<file path="config.mk">
export PLATFORM = sky130hd
export DESIGN_NAME = uart_echo_responder_flat
export DESIGN_NICKNAME = d
export VERILOG_FILES = /design/src/rtl/uart_echo_responder_if.sv /design/src/rtl/uart_echo_responder.sv /design/src/flat_wrapper.sv
export SDC_FILE = /design/constraint.sdc
export NUM_CORES = 1
export LEC_CHECK = 0
export CORE_ASPECT_RATIO = 0.6
export CORE_MARGIN = 2
export CORE_UTILIZATION = 57
export DETAILED_ROUTE_END_ITERATION = 6
export HOLD_SLACK_MARGIN = 0.06
export PLACE_DENSITY = 0.9
export SYNTH_ARGS = -nofsm -noshare
export SYNTH_HDL_FRONTEND = slang
export SYNTH_SLANG_ARGS = --single-unit
</file>
<file path="constraint.sdc">
create_clock -name clk -period 2.67 [get_ports clk]
set_input_delay 0.267 -clock clk [delete_from_list [all_inputs] [get_ports clk]]
set_output_delay 0.267 -clock clk [all_outputs]
set_load 0.005 [all_outputs]
</file>
<file path="src/rtl/uart_echo_responder_if.sv">
// Handshake bundle between basic_uart (rx outputs / tx inputs) and the echo responder.
// RESP_STATS_EN adds the rx_count / drop_count statistics signals.
interface uart_echo_responder_if #(
  parameter int ADDR_W = 3
);
  logic [7:0]      rx_data;
  logic            rx_enable;
  logic            tx_ready;
  logic [7:0]      tx_data;
  logic            tx_enable;
  logic [ADDR_W:0] fifo_level;
  logic            overflow;
  logic [7:0]      last_rx;
`ifdef RESP_STATS_EN
  logic [15:0]     rx_count;
  logic [15:0]     drop_count;
`endif

  // slave: the responder; master: the UART / bench side
  modport slave (
    input  rx_data, rx_enable, tx_ready,
    output tx_data, tx_enable, fifo_level, overflow, last_rx
`ifdef RESP_STATS_EN
    , output rx_count, drop_count
`endif
  );

  modport master (
    output rx_data, rx_enable, tx_ready,
    input  tx_data, tx_enable, fifo_level, overflow, last_rx
`ifdef RESP_STATS_EN
    , input rx_count, drop_count
`endif
  );
endinterface

</file>
<file path="src/rtl/uart_echo_responder.sv">
// Far-end UART echo: queues received bytes in a FIFO and relaunches them one at a time.
// Optional RESP_STATS_EN adds saturating rx_count / drop_count counters.
module uart_echo_responder #(
  parameter int FIFO_DEPTH   = 8,
  parameter int ADDR_W       = 3,
  parameter int BUSY_TIMEOUT = 16
) (
  input logic             clk,
  input logic             reset,
  uart_echo_responder_if.slave io
);
  localparam int CNT_W = $clog2(BUSY_TIMEOUT + 1);

  typedef enum logic [1:0] {IDLE, LAUNCH, WAIT_BUSY, WAIT_DONE} state_e;

  state_e            state_q, state_d;
  logic [7:0]        mem_q [FIFO_DEPTH];
  logic [ADDR_W-1:0] wr_ptr_q, wr_ptr_d, rd_ptr_q, rd_ptr_d;
  logic [ADDR_W:0]   level_q, level_d;
  logic [7:0]        tx_data_q, tx_data_d, last_rx_q, last_rx_d;
  logic              tx_en_q, tx_en_d, ovf_q, ovf_d;
  logic [CNT_W-1:0]  cnt_q, cnt_d;
  logic              full, empty, pop, push, drop;

  assign full  = (level_q == (ADDR_W+1)'(FIFO_DEPTH));
  assign empty = (level_q == '0);
  assign pop   = (state_q == IDLE) && io.tx_ready && !empty;
  // a full FIFO still takes the byte when the head leaves in the same cycle
  assign push  = io.rx_enable && (!full || pop);
  assign drop  = io.rx_enable && full && !pop;

  always_comb begin
    state_d   = state_q;
    wr_ptr_d  = wr_ptr_q;
    rd_ptr_d  = rd_ptr_q;
    level_d   = level_q;
    tx_data_d = tx_data_q;
    last_rx_d = last_rx_q;
    ovf_d     = ovf_q | drop;
    cnt_d     = cnt_q;

    if (io.rx_enable) last_rx_d = io.rx_data;
    if (push) wr_ptr_d = wr_ptr_q + 1'b1;
    if (pop)  rd_ptr_d = rd_ptr_q + 1'b1;
    case ({push, pop})
      2'b10:   level_d = level_q + 1'b1;
      2'b01:   level_d = level_q - 1'b1;
      default: level_d = level_q;
    endcase

    case (state_q)
      IDLE: if (pop) begin
        tx_data_d = mem_q[rd_ptr_q];
        state_d   = LAUNCH;
      end
      LAUNCH: begin
        cnt_d   = '0;
        state_d = WAIT_BUSY;
      end
      WAIT_BUSY: begin
        // a UART that never goes busy is treated as having sent the byte
        if (!io.tx_ready)                          state_d = WAIT_DONE;
        else if (cnt_q == CNT_W'(BUSY_TIMEOUT - 1)) state_d = IDLE;
        else                                       cnt_d   = cnt_q + 1'b1;
      end
      WAIT_DONE: if (io.tx_ready) state_d = IDLE;
      default: state_d = IDLE;
    endcase

    tx_en_d = (state_d == LAUNCH);
  end

  always_ff @(posedge clk or posedge reset) begin
    if (reset) begin
      state_q   <= IDLE;
      wr_ptr_q  <= '0;
      rd_ptr_q  <= '0;
      level_q   <= '0;
      tx_data_q <= '0;
      tx_en_q   <= 1'b0;
      ovf_q     <= 1'b0;
      last_rx_q <= '0;
      cnt_q     <= '0;
    end else begin
      state_q   <= state_d;
      wr_ptr_q  <= wr_ptr_d;
      rd_ptr_q  <= rd_ptr_d;
      level_q   <= level_d;
      tx_data_q <= tx_data_d;
      tx_en_q   <= tx_en_d;
      ovf_q     <= ovf_d;
      last_rx_q <= last_rx_d;
      cnt_q     <= cnt_d;
    end
  end

  always_ff @(posedge clk) begin
    if (push) mem_q[wr_ptr_q] <= io.rx_data;
  end

  assign io.tx_data    = tx_data_q;
  assign io.tx_enable  = tx_en_q;
  assign io.fifo_level = level_q;
  assign io.overflow   = ovf_q;
  assign io.last_rx    = last_rx_q;

`ifdef RESP_STATS_EN
  logic [15:0] rx_cnt_q, rx_cnt_d, drop_cnt_q, drop_cnt_d;

  always_comb begin
    rx_cnt_d   = rx_cnt_q;
    drop_cnt_d = drop_cnt_q;
    if (io.rx_enable && rx_cnt_q != 16'hFFFF) rx_cnt_d   = rx_cnt_q + 1'b1;
    if (drop && drop_cnt_q != 16'hFFFF)       drop_cnt_d = drop_cnt_q + 1'b1;
  end

  always_ff @(posedge clk or posedge reset) begin
    if (reset) begin
      rx_cnt_q   <= '0;
      drop_cnt_q <= '0;
    end else begin
      rx_cnt_q   <= rx_cnt_d;
      drop_cnt_q <= drop_cnt_d;
    end
  end

  assign io.rx_count   = rx_cnt_q;
  assign io.drop_count = drop_cnt_q;
`endif
endmodule

</file>
<file path="src/flat_wrapper.sv">
// flat-port wrapper written by rule: the top's interface ports become plain ports
module uart_echo_responder_flat 
#(
  parameter int FIFO_DEPTH   = 8,
  parameter int ADDR_W       = 3,
  parameter int BUSY_TIMEOUT = 16
)
  (clk, reset, io_rx_data, io_rx_enable, io_tx_ready, io_tx_data, io_tx_enable, io_fifo_level, io_overflow, io_last_rx);
  uart_echo_responder_if #(.ADDR_W(ADDR_W)) io_i ();
  input logic clk;
  input logic reset;
  input wire logic [$bits(io_i.rx_data)-1:0] io_rx_data;
  input wire logic [$bits(io_i.rx_enable)-1:0] io_rx_enable;
  input wire logic [$bits(io_i.tx_ready)-1:0] io_tx_ready;
  output wire logic [$bits(io_i.tx_data)-1:0] io_tx_data;
  output wire logic [$bits(io_i.tx_enable)-1:0] io_tx_enable;
  output wire logic [$bits(io_i.fifo_level)-1:0] io_fifo_level;
  output wire logic [$bits(io_i.overflow)-1:0] io_overflow;
  output wire logic [$bits(io_i.last_rx)-1:0] io_last_rx;
  assign io_i.rx_data = io_rx_data;
  assign io_i.rx_enable = io_rx_enable;
  assign io_i.tx_ready = io_tx_ready;
  assign io_tx_data = io_i.tx_data;
  assign io_tx_enable = io_i.tx_enable;
  assign io_fifo_level = io_i.fifo_level;
  assign io_overflow = io_i.overflow;
  assign io_last_rx = io_i.last_rx;
  uart_echo_responder #(.FIFO_DEPTH(FIFO_DEPTH), .ADDR_W(ADDR_W), .BUSY_TIMEOUT(BUSY_TIMEOUT)) u_core (.clk(clk), .reset(reset), .io(io_i));
endmodule
</file>
==> impl_metrics.json, run 1 <==
{
  "seq_area_frac_synth_pct": 69.2,
  "die_area_mm2": 0.00780,
  "antennaDiodeCount": 0,
  "finalHoldViolations": 0,
  "finalSetupViolations": 0,
  "drtIter0Drc": 286,
  "globalRouteTotalUtil_pct": 22.8,
  "antenna_found_initial": 0,
  "gp_congestion": 0.878,
  "grt_max_degree": 36,
  "num_rows": 23,
  "criticalPathCategory": "reg -> reg",
  "syn_nets": 267,
  "fin_crit_ps": 2180,
  "yosys_warnings": 0,
  "synth-main-ff-cell": "edfxtp_1",
  "critical_path_required_ps": 2720,
  "post-cts-setup-buffer-count": 0,
  "synth-seq-cells": 99,
  "drive_above_1_share_pct": 20.9,
  "io_pins": 34,
  "arrival_ps": 2240,
  "insertion_delay_ps": 350,
  "whs_ps": 335,
  "grt_pass1_wl_um": 12900,
  "avgSynthCellArea_um2": 16.2,
  "crit_fanout": 13,
  "htree_num_levels": 3,
  "drt-total-wl_um": 8050,
  "remaining_drc_errors": 0,
  "routedWlPerCell_um": 20.5,
  "reg2reg_from": "u_core.state_q[1]",
  "cts_tree": "done",
  "tightest_slew_ps": 752,
  "rsz0062_at_grt": "false",
  "cts-root-buf": "clkbuf_16",
  "setup_ws_ps": 485,
  "tns_ps": 0,
  "slew_violations": 0,
  "post-route-period-util_pct": 81.8,
  "startpoint": "u_core.state_q[1]",
  "final_nets": 318,
  "ctsResizeCount": 0,
  "grt_pass1_vias": 2325,
  "max_freq_mhz": 458,
  "dp_hpwl_um": 5460,
  "cts_hold_buf": 0,
  "port_buffers": 33,
  "vias_per_cell": 5.91,
  "area_growth_pct": 20.8,
  "yosysUniqueCellTypes": 35,
  "place_ws_ps": 325,
  "dieWidth_um": 113,
  "status": "complete, no violations",
  "dr.pass1.iters": 4,
  "core_mm2": 0.00676,
  "slew_headroom_pct": 49.8,
  "dieHeight_um": 69.2,
  "skew_ps": 7.61,
  "synthCells": 250,
  "finalPower_mw": 4.95,
  "power.density_mw_per_mm2": 1010,
  "clockBufferDepth": 2,
  "p_leak_nw": 1.84,
  "cts_buffers": 9,
  "syn_area_mm2": 0.00404,
  "cp-start-kind": "flip-flop",
  "maxCapViolCount": 0,
  "clk_pin_slew_ps": 70,
  "crit_path_end_kind": "flip-flop",
  "ys_async_sr_fraction_pct": 35.4,
  "grt_remaining_overflow": 0,
  "hold_path.class": "in -> async",
  "start_util_pct": 59.7,
  "cts.sinks": 99,
  "detail-route-antenna-nets": 0,
  "ir_drop_v": 0.000713,
  "synth_edf_count": 64,
  "route.vias.total": 2321
}
## cell usage after synthesis (all sizes together) (4+ instances only)
cell type,n,area (um^2)
xnor2,4,35.0
nor2,11,41.3
mux2i,10,100
buf,8,40.0
o21ai,17,92.6
dfrtp,35,876
ha,5,62.6
mux4,16,360
edfxtp,64,1920
nand2b,7,43.8
mux2,10,116
nor3,4,20.0
nand2,28,105
inv,5,18.8
## per-stage QoR
step,instances,util (%),area (um^2)
after floorplan,250,-,4040
after global placement,377,67.5,4560
after detailed placement,377,67.5,4560
after CTS,393,72.2,4880
after global routing,393,72.2,4880
final,393,72.2,4880
## worst paths after layout
| check | slack [ps] | cells after the start | to |
|---|---|---|---|
| worst max-delay path | 490 | 5 | u_core.mem_q[4][4] |
| worst max register to register | 490 | 5 | u_core.mem_q[4][4] |
| worst min register to register | 460 | 1 | u_core.io.overflow |
| max in group asynchronous | 2000 | 3 | u_core.io.last_rx[7] |
| min in group clk | 460 | 1 | u_core.io.overflow |
| worst min-delay path | 340 | 3 | u_core.io.fifo_level[0] |
## final cells by class
class | instances | area (um^2)
multi-input cells | 135 | 1170
clock buffers | 10 | 229
fillers | 436 | 1880
repair buffers | 51 | 465
well taps | 87 | 109
clock inverters | 6 | 90.1
flip-flops and latches | 99 | 2800
inverters | 5 | 18.8
## logic make-up (layout without fill, tap and decap cells)
logic type / after synthesis / count (layout) / share of synthesized area, %
simple gates: 58 / 58 / 6.72
compound gates: 30 / 30 / 5.17
buf+inv: 16 / 72 / 1.73
xor+xnor: 6 / 6 / 1.30
fa+ha+maj: 5 / 5 / 1.55
flops: 99 / 99 / 69.2
mux: 36 / 36 / 14.3
## layout by cell type (no fill, tap or decap), types with 5 or more instances in the layout
cell             count
edfxtp_1            64
dfrtp_1             35
clkdlybuf4s50_1     33
nand2_1             28
buf_4               18
mux4_2              16
o21ai_0             15
nor2_1              11
mux2i_1             10
mux2_2               9
clkbuf_16            9
nand2b_1             7
ha_1                 5
## layer usage
layer  share of wire (%)  vias up  track usage [%]
met5                   0        -                0
met4                 2.4        0             10.6
met3                 7.7       15             7.26
met2                  45      106             32.1
met1                  45     1161             32.8
li1                    -     1039                -
## worst max-delay path, cell delays in order (launching register included)
cell and delay, ps:
dfrtp_1 550, nor3b_2 490, o21a_1 270, nand2b_1 160
nor2_1 220, buf_4 210
## where the power goes
part | internal [mW] | switching, mW | leakage (nW)
Sequential | 1.95 | 0.331 | 1.01
Clock | 0.822 | 0.550 | 0.154
Combinational | 0.746 | 0.549 | 0.674
Total | 3.52 | 1.43 | 1.84
## sequential cells by signal (all words and copies together) (netlist names)
name	count
u_core.cnt_q	5
u_core.rd_ptr_q	3
u_core.state_q	2
u_core.io.tx_data	8
u_core.io.overflow	1
u_core.io.tx_enable	1
u_core.mem_q	64
u_core.wr_ptr_q	3
u_core.io.last_rx	8
u_core.io.fifo_level	4
No activity file was read; power rests on OpenSTA's default activity.
==> run 2, diff against run 1 <==
==> constraint.sdc (replaced) <==
create_clock -name clk -period 2.04 [get_ports clk]
set_input_delay 0.204 -clock clk [delete_from_list [all_inputs] [get_ports clk]]
set_output_delay 0.204 -clock clk [all_outputs]
set_load 0.005 [all_outputs]
==> impl_metrics.json, run 2 (synthesized netlist as in run 1, its figures left out) <==
{
  "grt_pass1_vias": 2413,
  "route.vias.total": 2350,
  "grt_max_degree": 36,
  "vias_per_cell": 5.90,
  "rr_worst_depth": 6,
  "tns_ps": 0,
  "top_register": "u_core.mem_q",
  "crit_cells": 6,
  "io_pins": 34,
  "fin_crit_ps": 2010,
  "cp_slowest_cell": "dfrtp_1",
  "area_growth_pct": 21.7,
  "whs_ps": 269,
  "num_rows": 23,
  "finalPower_mw": 6.49,
  "gp_congestion": 0.849,
  "slew_headroom_pct": 59.3,
  "cts-root-buf": "clkbuf_16",
  "clockBufferDepth": 2,
  "grt_remaining_overflow": 0,
  "cts_buffers": 9,
  "slew_violations": 0,
  "core_mm2": 0.00676,
  "antenna_found_initial": 0,
  "post-route-period-util_pct": 98.4,
  "remaining_drc_errors": 0,
  "drt-total-wl_um": 8470,
  "start_util_pct": 59.7,
  "die_area_mm2": 0.00780,
  "tightest_slew_ps": 610,
  "dr.pass1.iters": 4,
  "critical_path.cell_chain": "nor3b_4 > buf_4 > o21a_1 > nand2_1 > nor2_1 > buf_4",
  "status": "complete, no violations",
  "grt_pass1_wl_um": 13200,
  "dpl_cell_area_mm2": 0.00461,
  "clk_pin_slew_ps": 80,
  "power.density_mw_per_mm2": 1320,
  "finalSetupViolations": 0,
  "dieHeight_um": 69.2,
  "setup_ws_ps": 33.5,
  "routedWlPerCell_um": 21.3,
  "hold_path.class": "in -> async",
  "layout_common_cells": "edfxtp_1, dfrtp_1, clkdlybuf4s50_1",
  "htree_num_levels": 3,
  "criticalPathCategory": "reg -> reg",
  "dieWidth_um": 113,
  "port_buffers": 33,
  "insertion_delay_ps": 350,
  "max_freq_mhz": 498,
  "crit_family": "simple AND/OR/NAND/NOR gates",
  "critPathBufInv": 2,
  "ir_drop_v": 0.000866,
  "critPathMaxStageDelay_ps": 460,
  "globalRouteTotalUtil_pct": 23.5,
  "crit_top_cell": "buf_4",
  "p_leak_nw": 1.87,
  "drtIter0Drc": 230,
  "dp_hpwl_um": 5480,
  "finalHoldViolations": 0,
  "cts.sinks": 99,
  "cts_tree": "done",
  "maxCapViolCount": 0,
  "arrival_ps": 2060,
  "final_nets": 323,
  "cts_hold_buf": 0,
  "critical_path_required_ps": 2090,
  "largest_reg_flops": 64,
  "detail-route-antenna-nets": 0,
  "fin_area_mm2": 0.00492,
  "place_ws_ps": -81.5,
  "skew_ps": 11.6,
  "cp-start-kind": "flip-flop",
  "antennaDiodeCount": 0,
  "crit_path_end_kind": "flip-flop",
  "final_common_cell": "edfxtp_1",
  "crit_fanout": 8,
  "drive_above_1_share_pct": 23.8
}
run 2: cell count changes in the layout (fill, tap and decap cells not counted), moves of 2 or more:
cell and change:
bufinv_16 -2, buf_4 +5, nor3_2 +2, inv_8 +2, inv_6 +3, nor3_1 -2
run 2: timing repair:
action | 4_1_cts | 5_1_grt
setup endpoints to repair | 0 | 17
resized for setup | 0 | 2
setup buffers | 0 | 0
run 2: worst paths after layout:
path / from / to / slack, ps
max: u_core.state_q[1] / u_core.mem_q[7][1] / 30
min: reset / u_core.io.last_rx[6] / 270
max reg2reg: u_core.state_q[1] / u_core.mem_q[7][1] / 30
min reg2reg: u_core.io.overflow / u_core.io.overflow / 460
max in group asynchronous: reset / u_core.io.last_rx[5] / 1430
min in group clk: u_core.io.overflow / u_core.io.overflow / 460
run 2: worst min-delay path: stages:
cell	delay, ps
clkdlybuf4s50_1	400
inv_1	50
buf_4	410
run 2: layout make-up:
type | instances | area (um^2)
clock buffer | 9 | 225
timing repair buffer | 56 | 503
tap | 87 | 109
multi-input combinational | 135 | 1200
clock inverter | 7 | 66.3
inverter | 5 | 18.8
fill | 393 | 1850
sequential | 99 | 2800
run 2: per-layer routing:
layer | share of wire (%) | up-vias | track usage [%]
met4 | 1.3 | 0 | 7.45
met3 | 6.8 | 11 | 8.30
met2 | 49 | 88 | 34.9
met1 | 43 | 1201 | 33.1
li1 | - | 1050 | -
met5 | 0 | - | 0
run 2: report_power, final:
part	internal (mW)	switching, mW
Sequential	2.55	0.318
Combinational	1.06	0.906
Clock	0.861	0.788
Total	4.48	2.01
run 2: through the flow:
step | util (%) | cells
after detailed placement | 68.2 | 382
final | 72.7 | 398
after global routing | 72.7 | 398
after global placement | 68.2 | 382
after CTS | 72.5 | 398
after floorplan | - | 250
